**src/rtl/rf_cmd_sched.sv**
```systemverilog
// rf_cmd_sched: queues write/read requests in two 2-entry FIFOs and issues one
// register-file operation per cycle with round-robin arbitration.
module rf_cmd_sched (
    input  logic       clk,
    input  logic       resetn,
    input  logic       wr_req_valid,
    output logic       wr_req_ready,
    input  logic [2:0] wr_req_addr,
    input  logic [7:0] wr_req_data,
    input  logic       rd_req_valid,
    output logic       rd_req_ready,
    input  logic [2:0] rd_req_addr,
    output logic       rf_wr,
    output logic       rf_rd,
    output logic [2:0] rf_addr,
    output logic [7:0] rf_din,
    input  logic [7:0] rf_dout,
    input  logic       rf_error,
    output logic       rsp_valid,
    output logic [2:0] rsp_addr,
    output logic [7:0] rsp_data,
    output logic       err_sticky
);
    logic [2:0] r_wq_addr [2];
    logic [7:0] r_wq_data [2];
    logic       r_wq_wp, r_wq_rp;
    logic [1:0] r_wq_cnt;
    logic [2:0] r_rq_addr [2];
    logic       r_rq_wp, r_rq_rp;
    logic [1:0] r_rq_cnt;
    logic       r_wr_ready, r_rd_ready, r_last_rd;
    logic       r_rf_wr, r_rf_rd, r_rsp_valid, r_err;
    logic [2:0] r_rf_addr, r_rsp_addr;
    logic [7:0] r_rf_din;

    logic       w_wr_push, w_rd_push, w_wr_pend, w_rd_pend, w_grant_wr, w_grant_rd;
    logic [2:0] w_wr_addr, w_rd_addr;
    logic [7:0] w_wr_data;
    logic [1:0] w_wq_cnt_nxt, w_rq_cnt_nxt;

    assign w_wr_push = wr_req_valid & r_wr_ready;
    assign w_rd_push = rd_req_valid & r_rd_ready;
    // An empty FIFO lets an arriving request straight into the issue register.
    assign w_wr_pend = (r_wq_cnt != 2'd0) | w_wr_push;
    assign w_rd_pend = (r_rq_cnt != 2'd0) | w_rd_push;
    assign w_wr_addr = (r_wq_cnt != 2'd0) ? r_wq_addr[r_wq_rp] : wr_req_addr;
    assign w_wr_data = (r_wq_cnt != 2'd0) ? r_wq_data[r_wq_rp] : wr_req_data;
    assign w_rd_addr = (r_rq_cnt != 2'd0) ? r_rq_addr[r_rq_rp] : rd_req_addr;
    assign w_grant_wr = w_wr_pend & (~w_rd_pend | r_last_rd);
    assign w_grant_rd = w_rd_pend & ~w_grant_wr;
    assign w_wq_cnt_nxt = r_wq_cnt + {1'b0, w_wr_push} - {1'b0, w_grant_wr};
    assign w_rq_cnt_nxt = r_rq_cnt + {1'b0, w_rd_push} - {1'b0, w_grant_rd};

    always_ff @(posedge clk or negedge resetn) begin
        if (!resetn) begin
            r_wq_addr  <= '{default: '0};
            r_wq_data  <= '{default: '0};
            r_wq_wp    <= 1'b0;
            r_wq_rp    <= 1'b0;
            r_wq_cnt   <= 2'd0;
            r_wr_ready <= 1'b0;
        end else begin
            if (w_wr_push) begin
                r_wq_addr[r_wq_wp] <= wr_req_addr;
                r_wq_data[r_wq_wp] <= wr_req_data;
                r_wq_wp            <= ~r_wq_wp;
            end
            if (w_grant_wr)
                r_wq_rp <= ~r_wq_rp;
            r_wq_cnt   <= w_wq_cnt_nxt;
            r_wr_ready <= w_wq_cnt_nxt != 2'd2;
        end
    end

    always_ff @(posedge clk or negedge resetn) begin
        if (!resetn) begin
            r_rq_addr  <= '{default: '0};
            r_rq_wp    <= 1'b0;
            r_rq_rp    <= 1'b0;
            r_rq_cnt   <= 2'd0;
            r_rd_ready <= 1'b0;
        end else begin
            if (w_rd_push) begin
                r_rq_addr[r_rq_wp] <= rd_req_addr;
                r_rq_wp            <= ~r_rq_wp;
            end
            if (w_grant_rd)
                r_rq_rp <= ~r_rq_rp;
            r_rq_cnt   <= w_rq_cnt_nxt;
            r_rd_ready <= w_rq_cnt_nxt != 2'd2;
        end
    end

    always_ff @(posedge clk or negedge resetn) begin
        if (!resetn) begin
            r_last_rd   <= 1'b1;
            r_rf_wr     <= 1'b0;
            r_rf_rd     <= 1'b0;
            r_rf_addr   <= 3'd0;
            r_rf_din    <= 8'd0;
            r_rsp_valid <= 1'b0;
            r_rsp_addr  <= 3'd0;
            r_err       <= 1'b0;
        end else begin
            r_rf_wr <= w_grant_wr;
            r_rf_rd <= w_grant_rd;
            if (w_grant_wr) begin
                r_rf_addr <= w_wr_addr;
                r_rf_din  <= w_wr_data;
                r_last_rd <= 1'b0;
            end else if (w_grant_rd) begin
                r_rf_addr <= w_rd_addr;
                r_last_rd <= 1'b1;
            end
            r_rsp_valid <= r_rf_rd;
            if (r_rf_rd)
                r_rsp_addr <= r_rf_addr;
            r_err <= r_err | rf_error;
        end
    end

    // The file registers its read data, so the response pairs this cycle's rf_dout with the tag.
    assign rsp_data     = r_rsp_valid ? rf_dout : 8'd0;
    assign rsp_valid    = r_rsp_valid;
    assign rsp_addr     = r_rsp_addr;
    assign rf_wr        = r_rf_wr;
    assign rf_rd        = r_rf_rd;
    assign rf_addr      = r_rf_addr;
    assign rf_din       = r_rf_din;
    assign wr_req_ready = r_wr_ready;
    assign rd_req_ready = r_rd_ready;
    assign err_sticky   = r_err;
endmodule

```
**config.mk**
```make
export PLATFORM = sky130hd
export DESIGN_NAME = rf_cmd_sched
export DESIGN_NICKNAME = d
export VERILOG_FILES = /design/src/rtl/rf_cmd_sched.sv
export SDC_FILE = /design/constraint.sdc
export NUM_CORES = 1
export LEC_CHECK = 0
export CAP_MARGIN = 20
export CORE_ASPECT_RATIO = 0.6
export CORE_MARGIN = 3
export CORE_UTILIZATION = 50
export CTS_CLUSTER_SIZE = 30
export DETAILED_ROUTE_END_ITERATION = 16
export GPL_ROUTABILITY_DRIVEN = 0
export PLACE_DENSITY = 0.88
export RECOVER_POWER = 50
export SLEW_MARGIN = 20
export SYNTH_ARGS = -nofsm -noshare
export SYNTH_HDL_FRONTEND = slang
export SYNTH_SLANG_ARGS = --single-unit
```
**constraint.sdc**
```tcl
create_clock -name clk -period 2.3 [get_ports clk]
set_input_delay 0.46 -clock clk [delete_from_list [all_inputs] [get_ports clk]]
set_output_delay 0.46 -clock clk [all_outputs]
set_load 0.01 [all_outputs]
```
Yosys cells after proc, flatten, opt, wreduce, memory -nomap -nowiden
Cells that the tools add are included.
Widths: inputs -> output; s select.
{"block": "classes", "addsub": 4, "magnitude_cmp": 6, "eq_ne": 2, "muxes": 26, "bitwise_logic": 18, "n_reduce_logical": 5}
{"op": "$mux 8", "n": 6}
{"op": "$mux 3", "n": 12}
{"op": "$bwmux 16", "n": 1}
{"op": "$bwmux 6", "n": 2}
{"op": "$demux 8 s1", "n": 1}
{"op": "$ge 2x2->1 const B", "n": 4}
{"op": "$not 1->2", "n": 4}
{"op": "$demux 3 s1", "n": 2}
{"op": "$not 1->1", "n": 6}
{"op": "$reduce_bool 2->1", "n": 3}
{"op": "$add 2x1->2", "n": 2}
{"op": "$and 1x1->1", "n": 4}
{"op": "$lt 2x1->1 const B", "n": 2}
{"op": "$ne 2x2->1 const B", "n": 2}
{"op": "$or 1x1->1", "n": 4}
{"op": "$sub 2x1->2", "n": 2}
{"op": "$logic_and 1x1->1", "n": 2}
{"op": "$mux 1", "n": 2}
{"block": "word_totals", "ff_bits": 57, "out_inout_bits": 28}

Logic depth before layout (Yosys ltp)
{"block": "logic_depth", "depth_word": 9, "ltp_mapped": 9, "depth_no_buf": 9}

Worst setup path after synthesis
OpenSTA, ideal clock, no wires.
{"block": "synth_timing", "kind": "input-to-reg", "startpoint": "input port rd_req_valid", "endpoint": "register r_rd_ready (netlist: rd_req_ready)", "setup_ns": 0.123, "arrival_ns": 1.758, "setup_slack_ns": 0.419, "path_stages": 8, "n_path_buf": 0, "cell_sequence": "a211oi_4 > nor2_1 > ha_1 > inv_1 > ha_1 > xnor2_1 > xnor2_1 > nand2b_1"}
{"block": "synth_between", "elab_chain_len": 9}
{"element": "from (decl)", "line_no": "10", "source": "input logic rd_req_valid,"}
{"element": "$and 1x1->1 *", "line_no": "42", "source": "assign w_rd_push = rd_req_valid & r_rd_ready;"}
{"element": "$or 1x1->1 *", "line_no": "45", "source": "assign w_rd_pend = (r_rq_cnt != 2'd0) | w_rd_push;"}
{"element": "$not 1->1", "line_no": "49", "source": "assign w_grant_wr = w_wr_pend & (~w_rd_pend | r_last_rd);"}
{"element": "$or 1x1->1", "line_no": "49"}
{"element": "$and 1x1->1", "line_no": "49"}
{"element": "$not 1->1", "line_no": "50", "source": "assign w_grant_rd = w_rd_pend & ~w_grant_wr;"}
{"element": "$and 1x1->1 *", "line_no": "50"}
{"element": "net w_grant_rd", "line_no": "36", "source": "logic w_wr_push, w_rd_push, w_wr_pend, w_rd_pend, w_grant_wr, w_grant_rd;"}
{"element": "$sub 2x1->2 *", "line_no": "52", "source": "assign w_rq_cnt_nxt = r_rq_cnt + {1'b0, w_rd_push} - {1'b0, w_grant_rd};"}
{"element": "net w_rq_cnt_nxt[1]", "line_no": "39", "source": "logic [1:0] w_wq_cnt_nxt, w_rq_cnt_nxt;"}
{"element": "$ne 2x2->1 *", "line_no": "90", "source": "r_rd_ready <= w_rq_cnt_nxt != 2'd2;"}
{"element": "to (signal assigned)", "line_no": "81", "source": "r_rd_ready <= 1'b0;"}
{"element": "to (signal assigned)", "line_no": "90"}
{"element": "to (decl)", "line_no": "31", "source": "logic r_wr_ready, r_rd_ready, r_last_rd;"}
Mark *: on every way through the listed nets, which the timed path passes. The rest lies on a longest branch.
A chain may end at the register's enable or synchronous reset.

Final worst setup path
{"block": "layout_timing", "startpoint": "input port wr_req_valid", "endpoint": "register r_wq_data[13] in the netlist's numbering"}
{"block": "layout_between", "elab_chain_len": 1}
{"element": "from (decl)", "line_no": "6", "source": "input logic wr_req_valid,"}
{"element": "$and 1x1->1", "line_no": "41", "source": "assign w_wr_push = wr_req_valid & r_wr_ready;"}
{"element": "to (signal, indexed assignment)", "line_no": "65", "source": "r_wq_data[r_wq_wp] <= wr_req_data;"}
{"element": "to (decl)", "line_no": "25", "source": "logic [7:0] r_wq_data [2];"}
Every way passes these cells.

==> parameters.txt <==
Parameter                              Value

Synthesis
  Proportion of synthesized chip area in sequential cells    54.41%
  Fraction of synthesized cell area taken by the top area cell type    roughly 53%
  Main flop type after synthesis    sky130_fd_sc_hd__dfrtp_1
  Dominant cell type by area after synthesis    sky130_fd_sc_hd__dfrtp_1
  Synthesized instance count    213
  Number of enable-type register cells in the synthesized netlist    0
  Number of synthesized register bits    57
  Number of distinct standard cells referenced by the synthesized netlist    39
  Most used standard cell by instance count after synthesis    sky130_fd_sc_hd__dfrtp_1
  Mean instance size in the synthesized netlist    roughly 12 sq um
  Yosys warns    0
  Cell types occupying the most area after synthesis    sky130_fd_sc_hd__dfrtp_1, sky130_fd_sc_hd__mux2_2, sky130_fd_sc_hd__mux2i_1
  Post-synthesis cell area    2624 sq um
  Proportion of register bits with asynchronous set or reset after synthesis    100.0%
  Synthesized netlist net count    about 240
  Most common library cells after synthesis    sky130_fd_sc_hd__dfrtp_1, sky130_fd_sc_hd__mux2_2, sky130_fd_sc_hd__nor2_1

Placed design
  Dpl hpwl    just over 4000 microns
  I/O Buffers    54

Floorplanning
  Die outline width    99.52 microns
  Die height    a little over 60 microns
  Effective utilization at floorplan    54.64%
  Num rows    19
  Placeable core area    4802 sq um
  Top-level port count    between 50 and 60
  Area enclosed by the die boundary    about 6200 sq um

Clock tree
  Register clock-pin slew on the reported worst setup and hold paths    0.06 ns
  Hold buffer count at cts    0
  Worst-case clock buffer depth    2
  Latest clock arrival within the worst-skew pair    approximately 0.34 ns
  Post-CTS setup buffers    0
  Number of buffers created by CTS    9
  Cell at the root of the clock tree    sky130_fd_sc_hd__clkbuf_8
  CTS H-tree lvls    3
  CTS tree    built
  Cts repair resizes    0
  Clk sink count    57

STA
  Post-layout min period    roughly 2.1 ns
  Relative slew slack    about 8.7%
  Max Clock Skew    about 0.0064 ns
  Worst-margin pin slew    about 1.4 ns
  Count of pins over their slew limit    0
  Count of endpoints failing hold in the final timing report    0
  Number of endpoints failing setup at the final stage    0
  Total negative slack for setup checks    0 ns
  Unrepaired setup endpoints after global routing    no
  Period utilisation layout    91.74%
  Hold Worst Slack    around 0.47 ns
  Fmax    about 470 MHz

Hold path
  Number of cells traversed by the worst hold path    1
  Hold Path End    err_sticky
  Hold crit path type    flip-flop to flip-flop
  Startpoint of the tightest hold check path    err_sticky

Global routing
  Gr ovfl total    0
  Maximum number of pins on one net before global-route repair    between 50 and 60
  Vias in the first global route    about 2.0k
  Wire length of the first global-routing pass    just under 10000 microns
  Global routing usage summed across all routing layers    20.25%
  Antenna violations before repair    0

Routing
  Antenna Nets Post-Route    0
  Post-DR vias/cell    between 5 and 6
  Drt total wl    between 5000 and 6000 microns
  DRC viols    0
  Average wire per standard cell    approximately 17 microns
  DR iter-0 viols    between 150 and 200
  First-pass iteration count of the detailed router    4
  Total number of vias    just under 2k

Power
  Pwr dens    ~1600 nW/um^2
  Worst voltage drop across the vdd grid    between 0.9 and 1 mV
  Leak    about 0.0015 uW

Layout
  Layout overhead on the synthesized area    32.19%
  Total of fill cells in the finished design    between 300 and 400
  Final net count    313
  Area used by sequential logic in the layout    between 1000 and 1500 sq um
  Diodes inserted    0
  Proportion of layout cells with a drive suffix above 1    24.31%
  Footprint of the multi-input gates    between 1000 and 1500 sq um

Critical path
  Max stage delay on crit path    between 0.7 and 0.8 ns
  Setup slack of the worst register-to-register path    ~0.32 ns
  Max Fanout on Critical Path    12
  Worst setup path category    primary input to flip-flop
  Critical path arrival    roughly 2.3 ns
  Required time at the worst-slack endpoint    roughly 2.5 ns
  Crit start category    primary input
  R2r startpoint    r_wq_cnt[1]
  Critical register-to-register path endpoint    rd_req_ready
  Worst Reg2Reg Path Length in Cells    9
  Critical path endpoint category    flip-flop
  Worst Path Buf+Inv    2
  CP Cell Sequence    clkdlybuf4s50_1, buf_4, nand2_1, or2_0, mux2_2
  Cell class contributing the biggest share of worst-path delay    simple AND/OR/NAND/NOR gates
  Highest-delay cell along the critical path    sky130_fd_sc_hd__or2_0

Flow run
  Number of max-cap violations    0

Outcome
  Run status    completed
-- metrics by stage --
| stage | power [uW] | std cells | setup slack, ns | cell area, sq um | util (%) |
|---|---|---|---|---|---|
| after floorplan | 3490 | 213 | 0.4191 | 2624 | - |
| after detailed placement | 4393 | 335 | -0.07911 | 3287 | 68.45 |
| after global placement | 4259 | 335 | -0.003818 | 3287 | 68.45 |
| final | 5401 | 351 | 0.1899 | 3468 | 72.23 |
| after CTS | 5502 | 351 | 0.2635 | 3516 | 73.22 |
| after global routing | 5776 | 351 | 0.08860 | 3468 | 72.23 |
-- layout make-up --
cell class	instances	area share, %
Tap cell	63	2.273
Inverter	4	0.5772
Sequential cell	57	41.16
Clock buffer	11	4.365
Timing Repair Buffer	64	17.42
Multi-Input combinational cell	147	31.96
Clock inverter	5	2.237
-- worst max-delay path by stage --
stage / startpoint / endpoint / slack, ns / cells after the start
finish: wr_req_valid / r_wq_data[13] / 0.19 / 5
global route: wr_req_valid / rd_req_ready / 0.09 / 10
CTS: rf_dout[2] / rsp_data[2] / 0.26 / 3
detailed placement: wr_req_valid / rd_req_ready / -0.08 / 10
floorplan: rd_req_valid / rd_req_ready / 0.42 / 8
global placement: rd_req_valid / rd_req_ready / -0.004 / 9
-- flip-flops by register name, indices dropped and copies added, names as in the netlist --
name / cells
r_rq_addr: 6
r_rq_wp: 1
rf_rd: 1
wr_req_ready: 1
rsp_valid: 1
r_rq_rp: 1
rf_din: 8
rf_addr: 3
r_wq_rp: 1
r_last_rd: 1
err_sticky: 1
rsp_addr: 3
r_wq_addr: 6
rf_wr: 1
r_wq_cnt: 2
rd_req_ready: 1
r_rq_cnt: 2
r_wq_data: 16
r_wq_wp: 1
-- routing by layer --
layer	share of wire (%)	global-route usage [%]	wire (microns)
met2	46	29.85	2684
met1	45	27.15	2594
met3	7.2	7.047	421
met5	0	0	0
met4	2.0	8.859	115
-- cells in the final DEF (no fill, tap or decap), types with 2 or more instances in the layout --
cell,count
sky130_fd_sc_hd__a2111oi_0,3
sky130_fd_sc_hd__a21oi_1,8
sky130_fd_sc_hd__a221oi_1,3
sky130_fd_sc_hd__and2_1,8
sky130_fd_sc_hd__and3_1,3
sky130_fd_sc_hd__buf_4,8
sky130_fd_sc_hd__bufinv_16,2
sky130_fd_sc_hd__clkbuf_8,11
sky130_fd_sc_hd__clkdlybuf4s50_1,52
sky130_fd_sc_hd__clkinv_2,2
sky130_fd_sc_hd__dfrtp_1,56
sky130_fd_sc_hd__ha_1,3
sky130_fd_sc_hd__inv_1,2
sky130_fd_sc_hd__mux2_2,34
sky130_fd_sc_hd__mux2i_1,12
sky130_fd_sc_hd__nand2_1,16
sky130_fd_sc_hd__nand3_1,2
sky130_fd_sc_hd__nor2_1,17
sky130_fd_sc_hd__o21a_1,3
sky130_fd_sc_hd__o21ai_0,9
sky130_fd_sc_hd__o21ai_1,3
sky130_fd_sc_hd__o22ai_1,3
sky130_fd_sc_hd__or2_0,2
sky130_fd_sc_hd__xnor2_1,5
-- where the power goes --
group,switching (uW),internal [uW],leakage [uW],total (uW)
combinational,1050,1310,0.000713,2360
sequential,445,1530,0.000666,1980
clock,392,664,0.000115,1060
-- worst reg2reg max path, cell delays in order, from the launching register on --
cell                       delay [ns]
sky130_fd_sc_hd__dfrtp_1         0.45
sky130_fd_sc_hd__a211oi_1        0.34
sky130_fd_sc_hd__nor2_1          0.07
sky130_fd_sc_hd__nor2_1          0.15
sky130_fd_sc_hd__ha_1            0.25
sky130_fd_sc_hd__inv_1           0.06
sky130_fd_sc_hd__ha_1            0.16
sky130_fd_sc_hd__xnor2_1         0.14
sky130_fd_sc_hd__xnor2_1         0.17
sky130_fd_sc_hd__nand2b_1        0.07
-- cells by family after synthesis --
| kind of cell | share of synthesized area [%] |
|---|---|
| and+or+nand+nor | 9.920 |
| xor gates and xnor gates | 2.003 |
| muxes | 19.69 |
| adders and majority gates | 1.431 |
| buffers and inverters | 2.241 |
| AOI/OAI and AO/OA | 10.30 |
| DFF | 54.41 |
Note: power is estimated with default switching activity, not from simulation.
